### src/rtl/apb_downsizer_n.sv
// APB width converter: one wide upstream transfer becomes N narrow downstream beats.
// Optional zero-strobe beat skipping is enabled by defining APB_DOWNSIZER_SKIP_EN.
module apb_downsizer_n #(
  parameter int ADDR_W     = 32,
  parameter int DATA_W_IN  = 32,
  parameter int DATA_W_OUT = 16
) (
  input  logic                    pclk,
  input  logic                    preset_n,
  input  logic                    psel_i,
  input  logic                    penable_i,
  input  logic                    pwrite_i,
  input  logic [ADDR_W-1:0]       paddr_i,
  input  logic [DATA_W_IN-1:0]    pwdata_i,
  input  logic [DATA_W_IN/8-1:0]  pstrb_i,
  output logic [DATA_W_IN-1:0]    prdata_o,
  output logic                    pready_o,
  output logic                    pslverr_o,
  output logic                    psel_o,
  output logic                    penable_o,
  output logic                    pwrite_o,
  output logic [ADDR_W-1:0]       paddr_o,
  output logic [DATA_W_OUT-1:0]   pwdata_o,
  output logic [DATA_W_OUT/8-1:0] pstrb_o,
  input  logic [DATA_W_OUT-1:0]   prdata_i,
  input  logic                    pready_i,
  input  logic                    pslverr_i
);

  localparam int N  = DATA_W_IN / DATA_W_OUT;
  localparam int IB = DATA_W_IN / 8;
  localparam int OB = DATA_W_OUT / 8;
  localparam int BW = $clog2(N);

`ifdef APB_DOWNSIZER_SKIP_EN
  localparam bit SKIP_EN = 1'b1;
`else
  localparam bit SKIP_EN = 1'b0;
`endif

  typedef enum logic [1:0] {IDLE, SETUP, ACCESS, DONE} state_t;

  state_t                 state_q, state_d;
  logic [BW-1:0]          beat_q, beat_d;
  logic [ADDR_W-1:0]      base_q, base_d;
  logic                   write_q, write_d;
  logic [DATA_W_IN-1:0]   wdata_q, wdata_d;
  logic [IB-1:0]          strb_q, strb_d;
  logic [DATA_W_IN-1:0]   rdata_q, rdata_d;
  logic                   err_q, err_d;

  logic                   psel_q, psel_d;
  logic                   penable_q, penable_d;
  logic                   pwrite_q, pwrite_d;
  logic [ADDR_W-1:0]      paddr_q, paddr_d;
  logic [DATA_W_OUT-1:0]  pwdata_q, pwdata_d;
  logic [OB-1:0]          pstrb_q, pstrb_d;
  logic                   pready_q, pready_d;
  logic                   pslverr_q, pslverr_d;

  logic [BW:0]            nxt;
  logic                   active;

  // Lowest beat index >= from that must be issued; N means no beat is left.
  function automatic logic [BW:0] first_beat(input logic [IB-1:0] strb, input logic [BW:0] from);
    logic [BW:0] res;
    logic        live;
    res = (BW+1)'(N);
    for (int i = N-1; i >= 0; i--) begin
      live = (strb[i*OB +: OB] != '0) || !SKIP_EN;
      if (((BW+1)'(i) >= from) && live) begin
        res = (BW+1)'(i);
      end
    end
    return res;
  endfunction

  always_comb begin
    state_d = state_q;
    beat_d  = beat_q;
    base_d  = base_q;
    write_d = write_q;
    wdata_d = wdata_q;
    strb_d  = strb_q;
    rdata_d = rdata_q;
    err_d   = err_q;
    nxt     = '0;

    case (state_q)
      IDLE: begin
        if (psel_i && penable_i) begin
          base_d  = paddr_i & ~ADDR_W'(IB-1);
          write_d = pwrite_i;
          wdata_d = pwdata_i;
          strb_d  = pstrb_i;
          rdata_d = '0;
          err_d   = 1'b0;
          nxt     = first_beat(pstrb_i, '0);
          if (nxt == (BW+1)'(N)) begin
            state_d = DONE;
          end else begin
            beat_d  = nxt[BW-1:0];
            state_d = SETUP;
          end
        end
      end
      SETUP: begin
        state_d = ACCESS;
      end
      ACCESS: begin
        if (pready_i) begin
          // An error aborts the remaining beats and leaves the read lane uncaptured.
          if (pslverr_i) begin
            err_d   = 1'b1;
            state_d = DONE;
          end else begin
            if (!write_q) begin
              rdata_d[beat_q*DATA_W_OUT +: DATA_W_OUT] = prdata_i;
            end
            nxt = first_beat(strb_q, {1'b0, beat_q} + (BW+1)'(1));
            if (nxt == (BW+1)'(N)) begin
              state_d = DONE;
            end else begin
              beat_d  = nxt[BW-1:0];
              state_d = SETUP;
            end
          end
        end
      end
      DONE: begin
        state_d = IDLE;
      end
      default: begin
        state_d = IDLE;
      end
    endcase
  end

  // Outputs are decoded from the next state so that every port comes from a flop.
  always_comb begin
    active    = (state_d == SETUP) || (state_d == ACCESS);
    psel_d    = active;
    penable_d = (state_d == ACCESS);
    pwrite_d  = active && write_d;
    paddr_d   = '0;
    pwdata_d  = '0;
    pstrb_d   = '0;
    if (active) begin
      paddr_d  = base_d + (ADDR_W'(beat_d) * ADDR_W'(OB));
      pwdata_d = wdata_d[beat_d*DATA_W_OUT +: DATA_W_OUT];
      pstrb_d  = strb_d[beat_d*OB +: OB];
    end
    pready_d  = (state_d == DONE);
    pslverr_d = (state_d == DONE) && err_d;
  end

  always_ff @(posedge pclk) begin
    if (!preset_n) begin
      state_q   <= IDLE;
      beat_q    <= '0;
      base_q    <= '0;
      write_q   <= 1'b0;
      wdata_q   <= '0;
      strb_q    <= '0;
      rdata_q   <= '0;
      err_q     <= 1'b0;
      psel_q    <= 1'b0;
      penable_q <= 1'b0;
      pwrite_q  <= 1'b0;
      paddr_q   <= '0;
      pwdata_q  <= '0;
      pstrb_q   <= '0;
      pready_q  <= 1'b0;
      pslverr_q <= 1'b0;
    end else begin
      state_q   <= state_d;
      beat_q    <= beat_d;
      base_q    <= base_d;
      write_q   <= write_d;
      wdata_q   <= wdata_d;
      strb_q    <= strb_d;
      rdata_q   <= rdata_d;
      err_q     <= err_d;
      psel_q    <= psel_d;
      penable_q <= penable_d;
      pwrite_q  <= pwrite_d;
      paddr_q   <= paddr_d;
      pwdata_q  <= pwdata_d;
      pstrb_q   <= pstrb_d;
      pready_q  <= pready_d;
      pslverr_q <= pslverr_d;
    end
  end

  assign psel_o    = psel_q;
  assign penable_o = penable_q;
  assign pwrite_o  = pwrite_q;
  assign paddr_o   = paddr_q;
  assign pwdata_o  = pwdata_q;
  assign pstrb_o   = pstrb_q;
  assign prdata_o  = rdata_q;
  assign pready_o  = pready_q;
  assign pslverr_o = pslverr_q;

endmodule

### config.mk
export PLATFORM = sky130hd
export DESIGN_NAME = apb_downsizer_n
export DESIGN_NICKNAME = d
export VERILOG_FILES = /design/src/rtl/apb_downsizer_n.sv
export SDC_FILE = /design/constraint.sdc
export NUM_CORES = 1
export LEC_CHECK = 0
export CAP_MARGIN = 25
export CORE_UTILIZATION = 45
export CTS_CLUSTER_DIAMETER = 150
export CTS_CLUSTER_SIZE = 30
export DETAILED_ROUTE_END_ITERATION = 8
export PLACE_DENSITY = 0.75
export RECOVER_POWER = 50
export SYNTH_ARGS = -nofsm -noshare
export SYNTH_HDL_FRONTEND = slang
export SYNTH_SLANG_ARGS = --single-unit
### constraint.sdc
create_clock -name pclk -period 5 [get_ports pclk]
set_clock_uncertainty 0.2 [all_clocks]
set_input_delay 1 -clock pclk [delete_from_list [all_inputs] [get_ports pclk]]
set_output_delay 1 -clock pclk [all_outputs]
set_load 0.01 [all_outputs]
# Word level (Yosys, flattened, before mapping)

Index checks and enable logic that the tools add are counted.

Bits of input ports: 91
Output and inout port bits: 87
Logic and storage cells: 82
Flip-flop bits (word level): 160

Eq/ne operators: 12
Magnitude comparators: 2
Add/subtract/negate cells: 3
Reductions and logical operators: 8
Shifts and indexed selects: 4
Multiplexer cells: 37

Operator list:

| cell                                                   | count |
|---|---|
| two-way mux 32 bit                                     | 8 |
| one-hot mux 32 bit (2 select lines)                    | 1 |
| negator 5 -> 34 bit                                    | 1 |
| variable shift 16 x 34 -> 32 bit, first input constant | 1 |
| indexed part select 16 x 34 -> 32 bit                  | 1 |
| adder 32 x 2 -> 32 bit                                 | 1 |
| bitwise mux 32 bit                                     | 1 |
| indexed part select 32 x 6 -> 16 bit                   | 1 |
| two-way mux 2 bit                                      | 12 |
| == test 2 bit, second input constant                   | 6 |
| two-way mux 1 bit                                      | 10 |
| two-way mux 4 bit                                      | 2 |
| != test 2 bit, second input constant                   | 4 |
| one-hot mux 2 bit (4 select lines)                     | 1 |
| AND reduction 5 bit                                    | 1 |
| == test 2 x 1 -> 1 bit, second input constant          | 2 |
| >= comparator 1 x 2 -> 1 bit, first input constant     | 2 |
| one-hot mux 1 bit (2 select lines)                     | 2 |
| indexed part select 4 x 3 -> 2 bit                     | 1 |
| logical AND 1 bit                                      | 3 |
| adder 1 x 1 -> 2 bit, second input constant            | 1 |
| zero test 2 bit                                        | 1 |
| AND reduction 2 bit                                    | 1 |
| nonzero test 2 bit                                     | 1 |
| logical OR 1 bit                                       | 1 |

# Longest topological paths before layout

Depth after elaboration: 15
Gate-level depth with buffers: 14
Gate-level depth less buffers: 10

# Worst setup path after synthesis

OpenSTA, ideal clock, no wires.

Kind: input-to-reg
Start point: in penable_i
End point: reg paddr_q[25] (netlist: paddr_o[25])
Path buffers: 5
Setup time: 78 ps
Data required time: 4,722 ps
Arrival time: 3,778 ps
Cell stages on the path: 14
Path slack: 944 ps
Cell sequence: nor4bb_1 > buf_6 > buf_2 > buf_1 > clkbuf_1 > nor2_1 > ha_1 > ha_1 > inv_1 > nor4_1 > o22ai_1 > buf_2 > nor4_1 > nor3_1

Elaborated cells on any way between the ends: 12
Those cells by class: add/sub (1); eq/ne (2); mux (6); reduce/logical (3)

RTL lines:

| item                               | RTL line | source |
|---|---|---|
| start, declared                    | 11       | `input logic penable_i,` |
| logical AND 1 bit                  | 91       | `if (psel_i && penable_i) begin` |
| two-way mux 1 bit                  | 91       |  |
| one-hot mux 1 bit (2 select lines) | 89       | `case (state_q)` |
| net beat_d                         | 44       | `logic [BW-1:0] beat_q, beat_d;` |
| adder 32 x 2 -> 32 bit             | 149      | `paddr_d = base_d + (ADDR_W'(beat_d) * ADDR_W'(OB));` |
| end signal, assigned               | 187      | `paddr_q <= paddr_d;` |
| end, declared                      | 55       | `logic [ADDR_W-1:0] paddr_q, paddr_d;` |

The timed path passes the listed nets, and every way through them passes these cells.
A chain may end at the register's enable or synchronous reset.

# Worst setup path in the final report

Start point: in penable_i
End point: reg paddr_q[25] (netlist: paddr_o[25])

Elaborated cells on any way between the ends: 12
Those cells by class: add/sub (1); eq/ne (2); mux (6); reduce/logical (3)

RTL lines:

| item                   | RTL line | source |
|---|---|---|
| logical AND 1 bit      | 91       |  |
| two-way mux 32 bit     | 91       |  |
| two-way mux 32 bit     | 89       |  |
| net base_d[2]          | 45       | `logic [ADDR_W-1:0] base_q, base_d;` |
| adder 32 x 2 -> 32 bit | 149      |  |

The timed path passes the listed nets, and every way through them passes these cells.

==> impl_results.md <==
* Power per cell area at between 300 and 400 nW/um2
* Most frequent cells in the layout: dfxtp_1, nand2_1, dlygate4sd3_1
* Post-CTS sizing at 0
* CTS tree: done
* Largest net degree at the start of global routing at between 100 and 150
* Core area at between 10000 and 15000 um2
* Syn nets at 878
* DR iter-0 viols at ~360
* Unrepaired setup endpoints after global routing: false
* Aggregate negative setup slack at 0 ns
* Leakage at ~3.5 nW
* Worst path slowest cell: clkbuf_1
* Max-cap violations at 0
* CTS Sinks at 160
* Sequential share of the synthesized area at 0.471
* Combinational Power Share at 0.108
* Post-synth EDFFs at 0
* Cell count after synthesis at between 700 and 800
* Pre-CTS WS at approximately 0.74 ns
* YS warnings at 0
* Initial antenna violation count at 0
* Die Wd at ~120 um
* Ys async rst share at 0
* Top FF cell, synth: dfxtp_1
* Area growth, synth to finish at 36.6%
* Status: finished, violations left
* Final Net Count at 1035
* Initial Utilization at 0.465
* H-tree depth at 4
* Syn avg cell area at between 8 and 9 um2
* CP cell instances: clkdlybuf4s50_1, nand4bb_1, clkbuf_1, nand2_1, nand2_1, ha_1, inv_1, nor4_1, o22ai_1, buf_4, o31a_1, nor3_1
* Die Height at around 120 um
* Sw Ratio at 0.227
* Pre-Repair DR Iteration Count at 7
* Peak supply drop at approximately 250 uV
* Failing checks: design-rule violations
* Antenna viol nets, final at 0
* Final Cell Area at just over 9000 um2
* Critical path class: in2reg
* Share of post-route cells with drive strength above 1 at 0.0674
* Final worst path period share at 0.839
* Sequential power share at 0.439
* Cell internal pwr at ~0.0024 W
* Antenna cells at 0
* Post-CTS setup buffer count at 0
* Yosys reg bits at 160
* FMAX at around 0.24 GHz
* Routed WL at 17600 um
* First-pass GRT wire length at 29100 um
* CTS Buffer Depth at 2
* Rows at 44
* Most common cell after layout, fill and taps aside: dfxtp_1
* Synth unique cells at 49
* Final min period at between 4 and 5 ns
* CTS Hold Bufs at 0
* Crit-path most repeated cell: nand2_1
* WP data required at around 5.1 ns
* Hold Crit Class: reg2reg
* Power share of the clock group at 0.453
* I/O Pins at between 150 and 200
* Final hold vios at 0
* Clock-pin slew on the worst setup and hold paths at about 0.060 ns
* Placed cell area at about 8700 um2
* DRC at 18
* Global placement routability congestion at 0.877
* Vias at approximately 6000
* Port Buffer Count at between 150 and 200
* Routed vias/inst at between 5 and 6
* Final number of setup-violating endpoints at 0
* Root Driver: clkbuf_16
* CP startpoint kind: input port
* Final Util at 0.635
* Psw at around 0.0007 W
* CP Capture Type: register
* Total track usage at 0.232
* Hpwl dp at 11900 um
* Cts bufs inserted at 17
* Max stage delay on crit path at between 0.7 and 0.8 ns
* Worst setup margin at between 0.8 and 0.9 ns
* Slew margin rel. at 0.384
* Synthesized cell area at ~7000 um2
* Arr. time, crit path at ~4.3 ns
* WL/cell at around 16 um
* Die area at between 15000 and 20000 um2
* Slew Viols, Final at 0
* Overflow after GRT at 0
* Vias in the first global route at a little under 6000
* Worst skew pair latency at between 0.4 and 0.5 ns
* Worst-Margin Slew at around 0.9 ns
* Max Fanout on Critical Path at 20
## critical path: cells and delay by family
family	cells	cell delay [ns]
AOI/OAI and AO/OA	2	0.46
adders and majority gates	1	0.22
buffers and inverters	4	1.48
and+or+nand+nor	5	1.17
## per-stage QoR
| step | total power, W | hold slack (ns) | instances |
|---|---|---|---|
| after floorplan | 0.00155 | 0.224 | 783 |
| after global placement | 0.00171 | 0.245 | 1104 |
| after detailed placement | 0.00171 | 0.250 | 1105 |
| after CTS | 0.00310 | 0.261 | 1134 |
| after global routing | 0.00319 | 0.284 | 1134 |
| final | 0.00306 | 0.257 | 1134 |
## area by class of cell
class	count	area (um2)
Clock buffer	19	443
Clock inverter	10	188
Fill cell	1255	5350
Inverter	12	45.0
Multi-Input combinational cell	560	3340
Sequential cell	160	3200
Tap cell	184	230
Timing Repair Buffer	189	1850
## power by group through the flow
| stage | logic, W | registers (W) | clock network [W] |
|---|---|---|---|
| 2_1_floorplan | 0.000172 | 0.00137 | 0 |
| 5_1_grt | 0.000362 | 0.00135 | 0.00148 |
| 3_5_place_dp | 0.000339 | 0.00137 | 0 |
| 3_3_place_gp | 0.000336 | 0.00137 | 0 |
| 6_report | 0.000331 | 0.00134 | 0.00139 |
| 4_1_cts | 0.000342 | 0.00134 | 0.00142 |
## logic make-up (layout without fill, tap and decap cells)
logic type / Yosys count / in the layout / share of synthesized area
simple gates: 354 / 354 / 0.251
mux: 45 / 45 / 0.0695
compound gates: 148 / 148 / 0.152
xor+xnor: 9 / 9 / 0.0116
fa+ha+maj: 4 / 4 / 0.00736
buf+inv: 63 / 230 / 0.0375
flops: 160 / 160 / 0.471
## Yosys cell counts, drive strengths merged (17+ instances only)
library cell    n  share of area
nor4           17          0.016
nand2         159          0.088
mux2           18          0.030
nand3          46          0.034
a21boi         72          0.079
nor3           28          0.021
clkbuf         37          0.020
nor2b          28          0.026
a21oi          30          0.022
mux2i          27          0.040
dfxtp         160           0.47
nor2           27          0.015
## flip-flops by register name (all words and copies together) (netlist names)
signal     flops
base_q        32
paddr_o       32
prdata_o      32
wdata_q       32
pwdata_o      16
strb_q         4
pstrb_o        2
state_q        2
beat_q         1
err_q          1
penable_o      1
pready_o       1
psel_o         1
pslverr_o      1
pwrite_o       1
write_q        1
## per-layer routing
metal  GRT usage  routed length (um)
met5           0                   0
met4      0.0997                 523
met3      0.0740                1330
met2       0.368                8000
met1       0.290                7740
## final timing paths
path,start,end,slack [ns],cells after the start
setup / recovery,penable_i,paddr_o[25],0.80,12
hold / removal,err_q,err_q,0.26,2
setup reg to reg,state_q[0],paddr_o[25],1.41,11
hold reg to reg,err_q,err_q,0.26,2
Power figures use the tool's default switching activity.
